$ cat src/rtl/mem_scan_display_if.sv
// Memory read bus between the scan/display block and data memory.
//   mem_rd_en : one-cycle read request (master -> memory)
//   mem_addr  : read address, valid while mem_rd_en is high (master -> memory)
//   mem_rdata : read data, sampled when mem_valid is high (memory -> master)
//   mem_valid : read data valid, one or more cycles after the request (memory -> master)
interface mem_scan_display_if #(
  parameter int DATA_W = 32,
  parameter int ADDR_W = 10
);
  logic              mem_rd_en;
  logic [ADDR_W-1:0] mem_addr;
  logic [DATA_W-1:0] mem_rdata;
  logic              mem_valid;

  modport master (
    output mem_rd_en,
    output mem_addr,
    input  mem_rdata,
    input  mem_valid
  );

  modport slave (
    input  mem_rd_en,
    input  mem_addr,
    output mem_rdata,
    output mem_valid
  );
endinterface

$ cat src/rtl/mem_scan_display.sv
// Readout block: after the core signals done (start 0->1), fetches words of a
// memory region one at a time and shows them OUT_W bits at a time on the board
// output, stepping forward/backward with two debounced push buttons.
//   clk       : system clock, rising edge
//   rst       : asynchronous active-low reset
//   start     : level, 0->1 transition begins readout
//   btn_next  : raw push button, step forward
//   btn_prev  : raw push button, step backward
//   mem       : memory read bus (master side)
//   out       : displayed slice of the current word
//   word_idx  : index of the current word within the region
//   slice_idx : index of the current slice within the word (0 = LSBs)
//   busy      : high while a word is being fetched
//   err       : sticky read-timeout flag, cleared by the next start
module mem_scan_display #(
  parameter int DATA_W     = 32,
  parameter int OUT_W      = 16,
  parameter int ADDR_W     = 10,
  parameter int BASE_ADDR  = 0,
  parameter int COUNT      = 10,
  parameter int DEB_CYCLES = 8,
  parameter int TIMEOUT    = 15
) (
  input  logic               clk,
  input  logic               rst,
  input  logic               start,
  input  logic               btn_next,
  input  logic               btn_prev,
  mem_scan_display_if.master mem,
  output logic [OUT_W-1:0]   out,
  output logic [ADDR_W-1:0]  word_idx,
  output logic [7:0]         slice_idx,
  output logic               busy,
  output logic               err
);

  localparam int NSLICE = DATA_W / OUT_W;
  localparam int DW     = $clog2(DEB_CYCLES) + 1;
  localparam int TW     = $clog2(TIMEOUT + 1) + 1;

  localparam logic [7:0]        LAST_SLICE = 8'(NSLICE - 1);
  localparam logic [ADDR_W-1:0] LAST_WORD  = ADDR_W'(COUNT - 1);

  typedef enum logic [1:0] {
    IDLE,
    FETCH,
    WAIT,
    SHOW
  } state_t;

  // Bit order in the synchroniser vectors: {prev, next, start}
  logic [2:0]    sync1, sync2;
  logic [1:0]    filt, filt_d;
  logic [DW-1:0] deb_cnt [2];
  logic          start_d;
  logic          start_p, next_p, prev_p;

  state_t            state_q, state_d;
  logic [DATA_W-1:0] word_q, word_d;
  logic [ADDR_W-1:0] word_idx_q, word_idx_d;
  logic [7:0]        slice_q, slice_d;
  logic              err_q, err_d;
  logic [TW-1:0]     tcnt_q, tcnt_d;

  // Two-flop synchronisers for the three asynchronous inputs.
  always_ff @(posedge clk or negedge rst) begin
    if (!rst) begin
      sync1 <= '0;
      sync2 <= '0;
    end else begin
      sync1 <= {btn_prev, btn_next, start};
      sync2 <= sync1;
    end
  end

  // Button debounce: the filtered level follows the synchronised level only
  // after DEB_CYCLES consecutive samples disagree with it; any agreeing sample
  // restarts the count, so short glitches never get through.
  always_ff @(posedge clk or negedge rst) begin
    if (!rst) begin
      filt       <= '0;
      deb_cnt[0] <= '0;
      deb_cnt[1] <= '0;
    end else begin
      for (int i = 0; i < 2; i++) begin
        if (sync2[i+1] != filt[i]) begin
          if (deb_cnt[i] == DW'(DEB_CYCLES - 1)) begin
            filt[i]    <= sync2[i+1];
            deb_cnt[i] <= '0;
          end else begin
            deb_cnt[i] <= deb_cnt[i] + DW'(1);
          end
        end else begin
          deb_cnt[i] <= '0;
        end
      end
    end
  end

  // Registered rising-edge pulses; start uses its synchronised level directly.
  always_ff @(posedge clk or negedge rst) begin
    if (!rst) begin
      start_d <= 1'b0;
      filt_d  <= '0;
      start_p <= 1'b0;
      next_p  <= 1'b0;
      prev_p  <= 1'b0;
    end else begin
      start_d <= sync2[0];
      filt_d  <= filt;
      start_p <= sync2[0] & ~start_d;
      next_p  <= filt[0] & ~filt_d[0];
      prev_p  <= filt[1] & ~filt_d[1];
    end
  end

  always_ff @(posedge clk or negedge rst) begin
    if (!rst) begin
      state_q    <= IDLE;
      word_q     <= '0;
      word_idx_q <= '0;
      slice_q    <= '0;
      err_q      <= 1'b0;
      tcnt_q     <= '0;
    end else begin
      state_q    <= state_d;
      word_q     <= word_d;
      word_idx_q <= word_idx_d;
      slice_q    <= slice_d;
      err_q      <= err_d;
      tcnt_q     <= tcnt_d;
    end
  end

  // Next-state and stepping logic. Button pulses only act in SHOW, so presses
  // during a fetch are simply lost; start in SHOW outranks the buttons.
  always_comb begin
    state_d       = state_q;
    word_d        = word_q;
    word_idx_d    = word_idx_q;
    slice_d       = slice_q;
    err_d         = err_q;
    tcnt_d        = tcnt_q;
    mem.mem_rd_en = 1'b0;
    busy          = 1'b0;

    case (state_q)
      IDLE: begin
        if (start_p) begin
          word_idx_d = '0;
          slice_d    = '0;
          err_d      = 1'b0;
          state_d    = FETCH;
        end
      end

      FETCH: begin
        mem.mem_rd_en = 1'b1;
        busy          = 1'b1;
        tcnt_d        = '0;
        state_d       = WAIT;
      end

      WAIT: begin
        busy = 1'b1;
        if (mem.mem_valid) begin
          word_d  = mem.mem_rdata;
          state_d = SHOW;
        end else if (tcnt_q == TW'(TIMEOUT)) begin
          err_d   = 1'b1;
          word_d  = '1;
          state_d = SHOW;
        end else begin
          tcnt_d = tcnt_q + TW'(1);
        end
      end

      SHOW: begin
        if (start_p) begin
          word_idx_d = '0;
          slice_d    = '0;
          err_d      = 1'b0;
          state_d    = FETCH;
        end else if (next_p && !prev_p) begin
          if (slice_q < LAST_SLICE) begin
            slice_d = slice_q + 8'd1;
          end else begin
            slice_d    = '0;
            word_idx_d = (word_idx_q == LAST_WORD) ? '0 : word_idx_q + ADDR_W'(1);
            state_d    = FETCH;
          end
        end else if (prev_p && !next_p) begin
          if (slice_q > 8'd0) begin
            slice_d = slice_q - 8'd1;
          end else begin
            slice_d    = LAST_SLICE;
            word_idx_d = (word_idx_q == '0) ? LAST_WORD : word_idx_q - ADDR_W'(1);
            state_d    = FETCH;
          end
        end
      end

      default: state_d = IDLE;
    endcase
  end

  // Slice mux: picks the OUT_W-wide field selected by slice_idx.
  always_comb begin
    out = '0;
    for (int i = 0; i < NSLICE; i++) begin
      if (slice_q == 8'(i)) begin
        out = word_q[i*OUT_W +: OUT_W];
      end
    end
  end

  assign mem.mem_addr = ADDR_W'(BASE_ADDR) + word_idx_q;
  assign word_idx     = word_idx_q;
  assign slice_idx    = slice_q;
  assign err          = err_q;

endmodule

$ cat src/flat_wrapper.sv
// flat-port wrapper written by rule: the top's interface ports become plain ports
module mem_scan_display_flat 
#(
  parameter int DATA_W     = 32,
  parameter int OUT_W      = 16,
  parameter int ADDR_W     = 10,
  parameter int BASE_ADDR  = 0,
  parameter int COUNT      = 10,
  parameter int DEB_CYCLES = 8,
  parameter int TIMEOUT    = 15
)
  (clk, rst, start, btn_next, btn_prev, out, word_idx, slice_idx, busy, err, mem_mem_rd_en, mem_mem_addr, mem_mem_rdata, mem_mem_valid);
  mem_scan_display_if #(.DATA_W(DATA_W), .ADDR_W(ADDR_W)) mem_i ();
  input  logic clk;
  input  logic rst;
  input  logic start;
  input  logic btn_next;
  input  logic btn_prev;
  output logic [OUT_W-1:0] out;
  output logic [ADDR_W-1:0] word_idx;
  output logic [7:0] slice_idx;
  output logic busy;
  output logic err;
  output wire logic [$bits(mem_i.mem_rd_en)-1:0] mem_mem_rd_en;
  output wire logic [$bits(mem_i.mem_addr)-1:0] mem_mem_addr;
  input wire logic [$bits(mem_i.mem_rdata)-1:0] mem_mem_rdata;
  input wire logic [$bits(mem_i.mem_valid)-1:0] mem_mem_valid;
  assign mem_mem_rd_en = mem_i.mem_rd_en;
  assign mem_mem_addr = mem_i.mem_addr;
  assign mem_i.mem_rdata = mem_mem_rdata;
  assign mem_i.mem_valid = mem_mem_valid;
  mem_scan_display #(.DATA_W(DATA_W), .OUT_W(OUT_W), .ADDR_W(ADDR_W), .BASE_ADDR(BASE_ADDR), .COUNT(COUNT), .DEB_CYCLES(DEB_CYCLES), .TIMEOUT(TIMEOUT)) u_core (.clk(clk), .rst(rst), .start(start), .btn_next(btn_next), .btn_prev(btn_prev), .mem(mem_i), .out(out), .word_idx(word_idx), .slice_idx(slice_idx), .busy(busy), .err(err));
endmodule
$ cat config.mk
export PLATFORM = sky130hd
export DESIGN_NAME = mem_scan_display_flat
export DESIGN_NICKNAME = d
export VERILOG_FILES = /design/src/rtl/mem_scan_display_if.sv /design/src/rtl/mem_scan_display.sv /design/src/flat_wrapper.sv
export SDC_FILE = /design/constraint.sdc
export NUM_CORES = 1
export LEC_CHECK = 0
export ABC_AREA = 0
export CELL_PAD_IN_SITES_DETAIL_PLACEMENT = 0
export CELL_PAD_IN_SITES_GLOBAL_PLACEMENT = 1
export CORE_UTILIZATION = 25
export CTS_CLUSTER_DIAMETER = 100
export CTS_CLUSTER_SIZE = 16
export DETAILED_ROUTE_END_ITERATION = 16
export PLACE_DENSITY = 0.53
export SLEW_MARGIN = 10
export SYNTH_ARGS = -nofsm -noshare
export SYNTH_HDL_FRONTEND = slang
export SYNTH_SLANG_ARGS = --single-unit
$ cat constraint.sdc
create_clock -name clk -period 5.45 [get_ports clk]
set_input_delay 0.8175 -clock clk [delete_from_list [all_inputs] [get_ports clk]]
set_output_delay 0.8175 -clock clk [all_outputs]
set_load 0.02 [all_outputs]
==> flow_metrics.tcl <==
set metrics [dict create \
    outcome "completed" \
    max_slew_margin 0.243 \
    antenna_cells 0 \
    worst_pin_slew_ns 1.13 \
    wl_per_cell_um 15.9 \
    clk_pin_slew_ns 0.06 \
    antenna_found_initial 0 \
    clock_skew_ns 0.00983 \
    min_period_ns 3.64 \
    num_rows 46 \
    ys_ff_latch 80 \
    min_path_type "reg -> reg" \
    dp_hpwl_um 7560 \
    numCtsBuffers 9 \
    grt_pass1_wl_um 18200 \
    die_h_um 130 \
    mostFrequentLayoutCells "clkdlybuf4s50_1, dfrtp_1, o22a_1" \
    post-route-period-util 0.668 \
    cts.htree.levels 3 \
    synthArstFlopShare 1.00 \
    cp_max_fo 16 \
    whs_ns 0.349 \
    yosysSeqAreaShare 0.488 \
    rsz0062_at_grt "no" \
    yosysWarnings 0 \
    cp-start-kind "flop" \
    maxSlewViolCount 0 \
    cts_tree "yes" \
    cts_setup_buffers 0 \
    hold_viol 0 \
    regArea_sq_um 2000 \
    pwr_density_cell_nw_per_um2 748 \
    p_clk_frac 0.145 \
    clock_sinks 80 \
    arrival_ns 2.82 \
    area_growth_pct 30.6 \
    drt_iter0_markers 198 \
    synth-edff-count 0 \
    final_core_util 0.336 \
    vias_per_cell 4.89 \
    cts_resized 0 \
    grt_max_degree 81 \
    yosysTopAreaCell "dfrtp_1" \
    power_switching_uw 1770 \
    drive_gt1_frac 0.0633 \
    nFillCells 1665 \
    drc 0 \
    p_seq_frac 0.249 \
    track_usage 0.140 \
    root_buffer "clkbuf_16" \
    setup_tns_ns 0 \
    vdd_ir_drop_max_v 0.000506 \
    place.gp.congestion 0.779 \
    die_w_um 130 \
    io_pins 85 \
    synth_area_leaders "dfrtp_1, o22a_1, ha_1" \
    yosysUniqueCellTypes 53 \
    finalSetupViolations 0 \
    num_vias 3377 \
    syn_area_sq_um 4100 \
    fp.dieArea_sq_um 16900 \
    multiInputGateArea_sq_um 1880 \
    p_comb_frac 0.606 \
    synth_nets 455 \
    mostFrequentLayoutCell "clkdlybuf4s50_1" \
    dr.pass1.iters 4 \
    switching_share 0.443 \
    drt_wl_total_um 11000 \
    portBuffers 84 \
    intPower_uw 2230 \
    synth_top_area_frac 0.488 \
    postRouteAntennaNets 0 \
    gr-total-overflow 0 \
    cp_data_required_time_ns 4.63 \
    holdBufCountCts 0 \
    syn_area_per_cell_sq_um 10.2 \
    start_util 0.257 \
    ys.flop_type "dfrtp_1" \
    clk_path_buf_depth 2 \
    coreArea_sq_um 15900 \
    max_freq_mhz 275 \
    clkLatencyLatePin_ns 0.34 \
    drv_cap 0 \
    nets 522 \
    grt_pass1_vias 3473 \
    total_leakage_power_uw 0.00218 \
    synth_cells 402 \
    critPathKind "reg -> out" \
    endpoint_kind "output pin" \
]
## synth_stat cells, drive strengths merged (6+ instances only)
cell,n
xnor2,7
nor2b,8
a22o,18
clkbuf,16
or3,6
nand3,10
buf,15
nand2,22
nor2,22
dfrtp,80
ha,15
a21oi,19
nor4,6
nor3,21
o22ai,9
o22a,33
o21ai,22
inv,17
## state kept, by name, indices dropped and copies added (netlist names)
| name | cells |
|---|---|
| u_core.filt | 2 |
| u_core.slice_idx | 8 |
| u_core.prev_p | 1 |
| u_core.next_p | 1 |
| u_core.filt_d | 2 |
| u_core.tcnt_q | 5 |
| u_core.start_p | 1 |
| u_core.word_idx | 10 |
| u_core.err | 1 |
| u_core.deb_cnt | 8 |
| u_core.sync2 | 3 |
| u_core.word_q | 32 |
| u_core.start_d | 1 |
| u_core.state_q | 2 |
| u_core.sync1 | 3 |
## worst max-delay path, stage by stage, from the launching register on
cell and delay [ns]:
dfrtp_1 0.45, inv_1 0.09, ha_1 0.23, nor4b_4 0.34
nand2_1 0.18, a21oi_1 0.17, buf_4 0.24, a22o_1 0.17
clkdlybuf4s50_1 0.61
## cell families after synthesis
logic type      share of synthesized area
compound gates                      0.216
mux                                0.0128
flops                               0.488
simple gates                        0.164
fa+ha+maj                          0.0457
xor+xnor                           0.0192
buf+inv                            0.0546
## cell type report
class,count,area share
Clock inverter,6,0.00794
Sequential cell,80,0.374
Multi-Input combinational cell,274,0.351
Timing Repair Buffer,87,0.161
Tap cell,216,0.0504
Clock buffer,10,0.0446
Inverter,17,0.0119
## through the flow
| stage | total power, uW | instances | instance area (sq um) | setup WS (ns) |
|---|---|---|---|---|
| floorplan | 2540 | 402 | 4100 | 2.59 |
| global placement | 3430 | 674 | 5080 | 2.24 |
| detailed placement | 3440 | 674 | 5080 | 2.15 |
| CTS | 4060 | 690 | 5360 | 1.77 |
| global route | 4300 | 690 | 5360 | 1.60 |
| finish | 4010 | 690 | 5360 | 1.81 |
## metal layers
layer	GRT usage	wire length (um)
met5	0	0
met4	0.0431	134
met3	0.0459	589
met2	0.227	5230
met1	0.177	5050
## power by group through the flow
| stage | Clock, uW | Sequential (uW) | Combinational [uW] |
|---|---|---|---|
| after floorplan | 0 | 980 | 1560 |
| after global placement | 0 | 1010 | 2420 |
| after detailed placement | 0 | 1010 | 2430 |
| after CTS | 610 | 1000 | 2450 |
| after global routing | 632 | 1030 | 2630 |
| final | 581 | 999 | 2430 |
## final timing paths
path / depth (start not counted) / slack, ns / endpoint / startpoint
min reg2reg: 0 / 0.35 / u_core.sync2[1]$_DFF_PN0_ / u_core.sync1[1]$_DFF_PN0_
max: 8 / 1.81 / out[15] / u_core.slice_idx[0]$_DFFE_PN0P_
min in group asynchronous: 1 / 0.63 / u_core.word_idx[9]$_DFFE_PN0P_ / rst
min: 0 / 0.35 / u_core.sync2[1]$_DFF_PN0_ / u_core.sync1[1]$_DFF_PN0_
max in group asynchronous: 1 / 4.09 / u_core.word_q[14]$_DFFE_PN0P_ / rst
max reg2reg: 6 / 2.75 / u_core.word_idx[0]$_DFFE_PN0P_ / u_core.slice_idx[0]$_DFFE_PN0P_
Power figures use the tool's default switching activity.
